File: config.mk
export PLATFORM = sky130hd
export DESIGN_NAME = uart_tx_parity_unit_flat
export DESIGN_NICKNAME = d
export VERILOG_FILES = /design/src/rtl/uart_tx_parity_unit_if.sv /design/src/rtl/uart_tx_parity_unit.sv /design/src/flat_wrapper.sv
export SDC_FILE = /design/constraint.sdc
export NUM_CORES = 1
export LEC_CHECK = 0
export ABC_CLOCK_PERIOD_IN_PS = 2100
export BUFFER_PORTS_ARGS = -buffer_cell sky130_fd_sc_hd__buf_2
export CORE_MARGIN = 2
export CORE_UTILIZATION = 53
export CTS_BUF_LIST = sky130_fd_sc_hd__clkbuf_4
export DETAILED_ROUTE_END_ITERATION = 12
export PLACE_DENSITY = 0.78
export SLEW_MARGIN = 20
export SYNTH_ARGS = -nofsm -noshare
export SYNTH_HDL_FRONTEND = slang
export SYNTH_SLANG_ARGS = --single-unit
export TNS_END_PERCENT = 30
File: constraint.sdc
create_clock -name CLK -period 2.1 [get_ports CLK]
set_input_delay 0.63 -clock CLK [delete_from_list [all_inputs] [get_ports CLK]]
set_output_delay 0.63 -clock CLK [all_outputs]
set_load 0.05 [all_outputs]
File: src/rtl/uart_tx_parity_unit_if.sv
// Bus between the Tx data register / Tx FSM and the parity unit.
// The err_inj request line exists only when UART_TX_PARITY_ERR_INJ_EN is defined.
interface uart_tx_parity_unit_if #(
    parameter int unsigned DATA_WIDTH = 8
);
    localparam int unsigned LEN_W = $clog2(DATA_WIDTH + 1);

    logic [DATA_WIDTH-1:0] P_DATA;
    logic                  Data_Valid;
    logic                  PAR_EN;
    logic [1:0]            PAR_TYP;
    logic [LEN_W-1:0]      DATA_LEN;
`ifdef UART_TX_PARITY_ERR_INJ_EN
    logic                  err_inj;
`endif
    logic                  busy;
    logic                  par_bit;
    logic                  par_done;

    // Requester side (Tx FSM / data register)
    modport master (
`ifdef UART_TX_PARITY_ERR_INJ_EN
        output err_inj,
`endif
        output P_DATA, Data_Valid, PAR_EN, PAR_TYP, DATA_LEN,
        input  busy, par_bit, par_done
    );

    // Parity unit side
    modport slave (
`ifdef UART_TX_PARITY_ERR_INJ_EN
        input  err_inj,
`endif
        input  P_DATA, Data_Valid, PAR_EN, PAR_TYP, DATA_LEN,
        output busy, par_bit, par_done
    );
endinterface

File: src/rtl/uart_tx_parity_unit.sv
// Multi-cycle UART Tx parity generator: folds CHUNK data bits per cycle into a
// one-bit accumulator, then produces even/odd/mark/space parity for a frame of
// run-time length. Optional macro UART_TX_PARITY_ERR_INJ_EN adds err_inj, which
// inverts the final parity bit of a frame when set at the accept edge.
module uart_tx_parity_unit #(
    parameter int unsigned DATA_WIDTH = 8,
    parameter int unsigned CHUNK      = 2
) (
    input  logic                  CLK,
    input  logic                  RST,
    uart_tx_parity_unit_if.slave  bus
);
    localparam int unsigned LEN_W = $clog2(DATA_WIDTH + 1);
    // Counter must reach DATA_WIDTH+CHUNK without wrapping
    localparam int unsigned CNT_W = $clog2(DATA_WIDTH + CHUNK + 1);

    localparam logic [0:0] S_IDLE = 1'b0;
    localparam logic [0:0] S_CALC = 1'b1;

    logic [0:0]            state_q,   state_d;
    logic                  busy_q,    busy_d;
    logic                  par_bit_q, par_bit_d;
    logic                  par_done_q, par_done_d;
    logic                  acc_q,     acc_d;
    logic [CNT_W-1:0]      cnt_q,     cnt_d;
    logic [DATA_WIDTH-1:0] shift_q,   shift_d;
    logic [LEN_W-1:0]      len_q,     len_d;
    logic [1:0]            typ_q,     typ_d;
`ifdef UART_TX_PARITY_ERR_INJ_EN
    logic                  inj_q,     inj_d;
`endif

    logic [LEN_W-1:0]      eff_len;
    logic [DATA_WIDTH-1:0] load_data;
    logic                  acc_nxt;
    logic                  last_chunk;
    logic                  fin_par;

    // Effective frame length: 0 or out-of-range lengths select the full width
    always_comb begin
        eff_len = bus.DATA_LEN;
        if (bus.DATA_LEN == '0 || bus.DATA_LEN > LEN_W'(DATA_WIDTH)) begin
            eff_len = LEN_W'(DATA_WIDTH);
        end
    end

    // Load value with bits beyond the frame length forced to zero
    always_comb begin
        load_data = '0;
        for (int i = 0; i < int'(DATA_WIDTH); i++) begin
            if (i < int'(eff_len)) begin
                load_data[i] = bus.P_DATA[i];
            end
        end
    end

    // Accumulator after folding the current chunk, and last-chunk detection
    always_comb begin
        acc_nxt    = acc_q ^ (^shift_q[CHUNK-1:0]);
        last_chunk = (cnt_q + CNT_W'(CHUNK)) >= CNT_W'(len_q);
    end

    // Final parity for the captured mode (optionally inverted for error injection)
    always_comb begin
        case (typ_q)
            2'b00:   fin_par = acc_nxt;
            2'b01:   fin_par = ~acc_nxt;
            2'b10:   fin_par = 1'b1;
            default: fin_par = 1'b0;
        endcase
`ifdef UART_TX_PARITY_ERR_INJ_EN
        fin_par = fin_par ^ inj_q;
`endif
    end

    // Next-state and registered-output logic
    always_comb begin
        state_d    = state_q;
        busy_d     = busy_q;
        par_bit_d  = par_bit_q;
        par_done_d = 1'b0;
        acc_d      = acc_q;
        cnt_d      = cnt_q;
        shift_d    = shift_q;
        len_d      = len_q;
        typ_d      = typ_q;
`ifdef UART_TX_PARITY_ERR_INJ_EN
        inj_d      = inj_q;
`endif
        case (state_q)
            S_IDLE: begin
                if (bus.Data_Valid && bus.PAR_EN) begin
                    len_d   = eff_len;
                    typ_d   = bus.PAR_TYP;
                    shift_d = load_data;
                    acc_d   = 1'b0;
                    cnt_d   = '0;
                    busy_d  = 1'b1;
                    state_d = S_CALC;
`ifdef UART_TX_PARITY_ERR_INJ_EN
                    inj_d   = bus.err_inj;
`endif
                end
            end
            S_CALC: begin
                acc_d   = acc_nxt;
                shift_d = shift_q >> CHUNK;
                cnt_d   = cnt_q + CNT_W'(CHUNK);
                if (last_chunk) begin
                    par_bit_d  = fin_par;
                    par_done_d = 1'b1;
                    busy_d     = 1'b0;
                    state_d    = S_IDLE;
                end
            end
            default: state_d = S_IDLE;
        endcase
    end

    // State and datapath registers with synchronous reset
    always_ff @(posedge CLK) begin
        if (RST) begin
            state_q    <= S_IDLE;
            busy_q     <= 1'b0;
            par_bit_q  <= 1'b0;
            par_done_q <= 1'b0;
            acc_q      <= 1'b0;
            cnt_q      <= '0;
            shift_q    <= '0;
            len_q      <= '0;
            typ_q      <= '0;
`ifdef UART_TX_PARITY_ERR_INJ_EN
            inj_q      <= 1'b0;
`endif
        end else begin
            state_q    <= state_d;
            busy_q     <= busy_d;
            par_bit_q  <= par_bit_d;
            par_done_q <= par_done_d;
            acc_q      <= acc_d;
            cnt_q      <= cnt_d;
            shift_q    <= shift_d;
            len_q      <= len_d;
            typ_q      <= typ_d;
`ifdef UART_TX_PARITY_ERR_INJ_EN
            inj_q      <= inj_d;
`endif
        end
    end

    assign bus.busy     = busy_q;
    assign bus.par_bit  = par_bit_q;
    assign bus.par_done = par_done_q;
endmodule

File: src/flat_wrapper.sv
// flat-port wrapper written by rule: the top's interface ports become plain ports
module uart_tx_parity_unit_flat 
#(
    parameter int unsigned DATA_WIDTH = 8,
    parameter int unsigned CHUNK      = 2
)
  (CLK, RST, bus_P_DATA, bus_Data_Valid, bus_PAR_EN, bus_PAR_TYP, bus_DATA_LEN, bus_busy, bus_par_bit, bus_par_done);
  uart_tx_parity_unit_if #(.DATA_WIDTH(DATA_WIDTH)) bus_i ();
  input  logic CLK;
  input  logic RST;
  input wire logic [$bits(bus_i.P_DATA)-1:0] bus_P_DATA;
  input wire logic [$bits(bus_i.Data_Valid)-1:0] bus_Data_Valid;
  input wire logic [$bits(bus_i.PAR_EN)-1:0] bus_PAR_EN;
  input wire logic [$bits(bus_i.PAR_TYP)-1:0] bus_PAR_TYP;
  input wire logic [$bits(bus_i.DATA_LEN)-1:0] bus_DATA_LEN;
  output wire logic [$bits(bus_i.busy)-1:0] bus_busy;
  output wire logic [$bits(bus_i.par_bit)-1:0] bus_par_bit;
  output wire logic [$bits(bus_i.par_done)-1:0] bus_par_done;
  assign bus_i.P_DATA = bus_P_DATA;
  assign bus_i.Data_Valid = bus_Data_Valid;
  assign bus_i.PAR_EN = bus_PAR_EN;
  assign bus_i.PAR_TYP = bus_PAR_TYP;
  assign bus_i.DATA_LEN = bus_DATA_LEN;
  assign bus_busy = bus_i.busy;
  assign bus_par_bit = bus_i.par_bit;
  assign bus_par_done = bus_i.par_done;
  uart_tx_parity_unit #(.DATA_WIDTH(DATA_WIDTH), .CHUNK(CHUNK)) u_core (.CLK(CLK), .RST(RST), .bus(bus_i));
endmodule
# Word-level counts from Yosys, hierarchy flattened
# Index checks and enable logic that the tools add are counted.
# word_totals
input_bits,18
register_bits,23
word_cells,59
out_inout_bits,3
# op_classes
eq_ne,4
addsub,1
n_mux,23
bitwise,3
reduce_logical,9
order_cmp,10
# op_table
op,n
< comparator 3 x 4 -> 1 bit (first input constant),4
one-hot mux 8 bit (2 select lines),1
two-way mux 1 bit,14
< comparator 1 x 4 -> 1 bit (first input constant),2
< comparator 2 x 4 -> 1 bit (first input constant),2
two-way mux 4 bit,2
two-way mux 8 bit,1
one-hot mux 4 bit (2 select lines),1
one-hot mux 1 bit (2 select lines),3
AND reduction 2 bit,3
adder 4 x 2 -> 4 bit (second input constant),1
greater-or-equal comparator 4 bit,1
> comparator 4 bit (second input constant),1
logical NOT 4 bit,1
one-hot mux 1 bit (3 select lines),1
== test 2 x 1 -> 1 bit (second input constant),1
== test 2 bit (second input constant),1
logical NOT 2 bit,1
inequality test 2 x 1 -> 1 bit (second input constant),1
inequality test 2 bit (second input constant),1
NOT 1 bit,2
OR reduction 2 bit,1
XOR reduction 2 bit,1
logical AND 1 bit,1
other kinds (2),2

# Logic depth before layout (Yosys ltp)
# depth
word_depth,7
depth_mapped,7
ltp_nobuf,7

# Least setup slack after synthesis
# No wires, ideal clock.
# synth_path
path_kind,register -> register
from,register u_core.cnt_q[1]
to,"register u_core.par_bit_q, in the netlist u_core.bus.par_bit"
slack_ps,544
required_ps,2029
n_path_buf,0
t_arrival_ps,1486
setup_time_ps,71
path_stages_with_launch,7
synth_period_minus_slack_ps,1556
path_cell_list,dfxtp_1 -> ha_1 -> ha_1 -> a211oi_1 -> a21oi_1 -> nand2b_1 -> a21oi_1
# synth_via
elab_chain_cells,3
# synth_lines
element,line_no,rtl
start: declaration,uart_tx_parity_unit.sv:25,"logic [CNT_W-1:0] cnt_q, cnt_d;"
start signal: assignment,uart_tx_parity_unit.sv:141,cnt_q <= cnt_d;
adder 4 x 2 -> 4 bit,uart_tx_parity_unit.sv:60,last_chunk = (cnt_q + CNT_W'(CHUNK)) >= CNT_W'(len_q);
greater-or-equal comparator 4 bit,uart_tx_parity_unit.sv:60,
AND reduction 2 bit (no line),-,
end signal: assignment,uart_tx_parity_unit.sv:138,par_bit_q <= par_bit_d;
end: declaration,uart_tx_parity_unit.sv:22,"logic par_bit_q, par_bit_d;"
# No other way between the ends.
# A chain may end at the register's enable or synchronous reset.

# Worst setup path in the final report
# Same ends and word-level chain as after synthesis.

==> flow_summary.ini <==
[status]
status = completed

[global_route]
grt_overflow_total = 0
top_usage_layer = met2
grt_pass1_wl_um = 3770
antenna_found_initial = 0
use_met2_pct = 35.6
grt_pass1_vias = 950
grt_max_degree = 23
grt_use_total_pct = 20.2
use_met1_pct = 24.4
use_met3_pct = 3.68

[clock_network]
cts_buffer_depth = 2
clk_latency_ps = 300
cts_resized = 0
numCtsBuffers = 3
cts_sinks = 22
htree_levels = 1
cts_hold_buffers = 0
cts_setup_buffers = 0
cts_tree = built
cts-root-buf = clkbuf_4
clkTransAtPathRegs_ps = 110

[power]
pwr_density_cell_nw_per_um2 = 640
ir_drop_uv = 405
power.total_uw = 779
leakagePower_nw = 0.477

[detailed_routing]
vias_per_cell = 5.58
vias = 966
ant_nets = 0
drt_iter0_markers = 15
finalWirelength_um = 2200
wl_per_cell_um = 12.7
drc = 0
first_pass_iters = 6

[critical_path]
path_class = reg -> reg
path_buf_inv = 0
crit_cells = 7
critical_path.max_stage_delay_ps = 360
cp-start-kind = flop
cp_slowest_cell = dfxtp_1
crit_family = compound AO/OA/AOI/OAI gates
crit_fanout = 5
path_cells = ha_1 -> xor2_1 -> ha_1 -> o21ai_1 -> a21oi_1 -> nand3_1 -> a21oi_1
r2r_cells = 7
required_ps = 2340
cp_data_arrival_time_ps = 2000
end_kind = flop

[placed_design]
place_hpwl_um = 1680
place_congestion = 0.804
port_buffers = 20
dp_slack_ps = 326
dp.cells = 170

[sta]
rsz0062_at_grt = no
drv_slew = 0
hold_viol_final = 0
layout_setup_ws_ps = 340
fin_crit_ps = 1760
worstMarginPinSlew_ps = 505
tns_ps = 0
skew_ps = 1.66
setup_violations = 0
period_share_pct = 83.8
fmax_ghz = 0.568
slew_headroom_pct = 66.3

[logic_synthesis]
synth-main-ff-cell = dfxtp_1
synthArstFlopShare_pct = 0
ys_warn_count = 0
syn_area_um2 = 1080
avgSynthCellArea_um2 = 8.50
synth-seq-area-share_pct = 40.8
synth-seq-cells = 22
synth_edf_count = 0
syn-num-nets = 149
synth_cell_type_count = 35
syn-instance-count = 127

[final_layout]
multi_input_area_um2 = 586
syn2layout_area_growth_pct = 12.6
seq_area_um2 = 440
final_cells = 173
fillers = 199
final_core_util_pct = 62.6
num_antenna_cells = 0
final_layout_size_suffix_gt1_share_pct = 19.2
nNetsFinal = 170

[floorplanning]
dieWidth_um = 49.1
initial_utilization_pct = 55.6
die_h_um = 49.1
io_pins = 21
die_area_um2 = 2410
rows = 16
coreArea_um2 = 1940

[hold_path]
min_path_cells = 2
hp-class = reg -> reg

[run]
maxCapViolations = 0
==> through the flow <==
| stage | cell area, um^2 | hold WS (ps) |
|---|---|---|
| 2_1_floorplan | 1080 | 432 |
| 6_report | 1220 | 463 |
| 4_1_cts | 1220 | 464 |
| 3_3_place_gp | 1190 | 448 |
| 5_1_grt | 1220 | 496 |
| 3_5_place_dp | 1190 | 449 |
==> flip-flops by register name (all words and copies together), names as in the netlist <==
register             cells
u_core.bus.par_bit       1
u_core.bus.par_done      1
u_core.cnt_q             3
u_core.len_q             4
u_core.acc_q             1
u_core.state_q           1
u_core.shift_q           8
u_core.typ_q             2
u_core.bus.busy          1
==> routing by layer <==
| metal | up-vias | share of wire, % | wire length [um] |
|---|---|---|---|
| met5 | - | 0 | 0 |
| met4 | 0 | 0.86 | 19 |
| met3 | 2 | 2.4 | 53 |
| met2 | 17 | 50 | 1100 |
| met1 | 463 | 46 | 1020 |
| li1 | 484 | - | - |
==> cell type report <==
cell class              instances  share of cell area, %
clock buffers                   3                   1.85
inverters                       7                   2.16
multi-input cells              93                   48.1
flip-flops and latches         22                   36.2
well taps                      27                   2.78
repair buffers                 21                   8.85
==> power breakdown <==
part	internal [mW]	leakage [nW]	switching [mW]	total, mW
Sequential	0.437	0.179	0.0145	0.452
Combinational	0.0589	0.284	0.0833	0.142
Clock	0.0669	0.0138	0.118	0.185
==> worst register-to-register path: cells and delay by family, from the launching register on <==
kind | cells | cell delay (ps)
compound gates | 3 | 550
xor+xnor | 1 | 160
flops | 1 | 360
fa+ha+maj | 2 | 520
simple gates | 1 | 120
==> layout by cell type, fill, tap and decap left out, drive strengths merged <==
cell and count:
dfxtp 22, buf 21, nand2 17, a21oi 15, nor2 9, nand3b 8
inv 7, a31oi 5, nand3 5, ha 4, o21ai 4, nor3 4
clkbuf 3, xor2 2, nor2b 2, or3 2, o211ai 2, mux2i 2
or2 1, o311ai 1, xnor2 1, a21o 1, nor3b 1, a211oi 1
nand2b 1, xor3 1, mux2 1, a22oi 1, a311oi 1, or4 1
==> synth_stat cells, drive strengths merged, types with 2 or more instances <==
cell,n,area (um^2)
a31oi,5,31.3
a21oi,15,78.8
ha,4,50.1
buf,2,16.3
nor2,9,33.8
nand3,5,25.0
o211ai,2,15.0
xor2,2,17.5
o21ai,4,20.0
dfxtp,22,440
or3,2,12.5
nand2,17,66.3
nor2b,2,12.5
nor3,4,25.0
inv,7,26.3
mux2i,2,20.0
clkbuf,3,11.3
nand3b,8,60.1
==> worst paths after layout <==
check / from / endpoint / slack, ps
worst max-delay path: u_core.cnt_q[1]$_SDFFE_PP0P_ / u_core.bus.par_bit$_SDFFE_PP0P_ / 340
worst min-delay path: u_core.len_q[2]$_SDFFE_PP0P_ / u_core.len_q[2]$_SDFFE_PP0P_ / 460
worst max register to register: u_core.cnt_q[1]$_SDFFE_PP0P_ / u_core.bus.par_bit$_SDFFE_PP0P_ / 340
worst min register to register: u_core.len_q[2]$_SDFFE_PP0P_ / u_core.len_q[2]$_SDFFE_PP0P_ / 460
==> cell families (layout without fill, tap and decap cells) <==
| logic type | count (synthesis) | after routing | share of synthesized area [%] |
|---|---|---|---|
| mux | 3 | 3 | 2.90 |
| simple gates | 51 | 51 | 24.3 |
| fa+ha+maj | 4 | 4 | 4.64 |
| flops | 22 | 22 | 40.8 |
| buf+inv | 12 | 31 | 4.98 |
| xor+xnor | 4 | 4 | 4.64 |
| compound gates | 31 | 31 | 17.7 |
No activity file was read; power rests on OpenSTA's default activity.
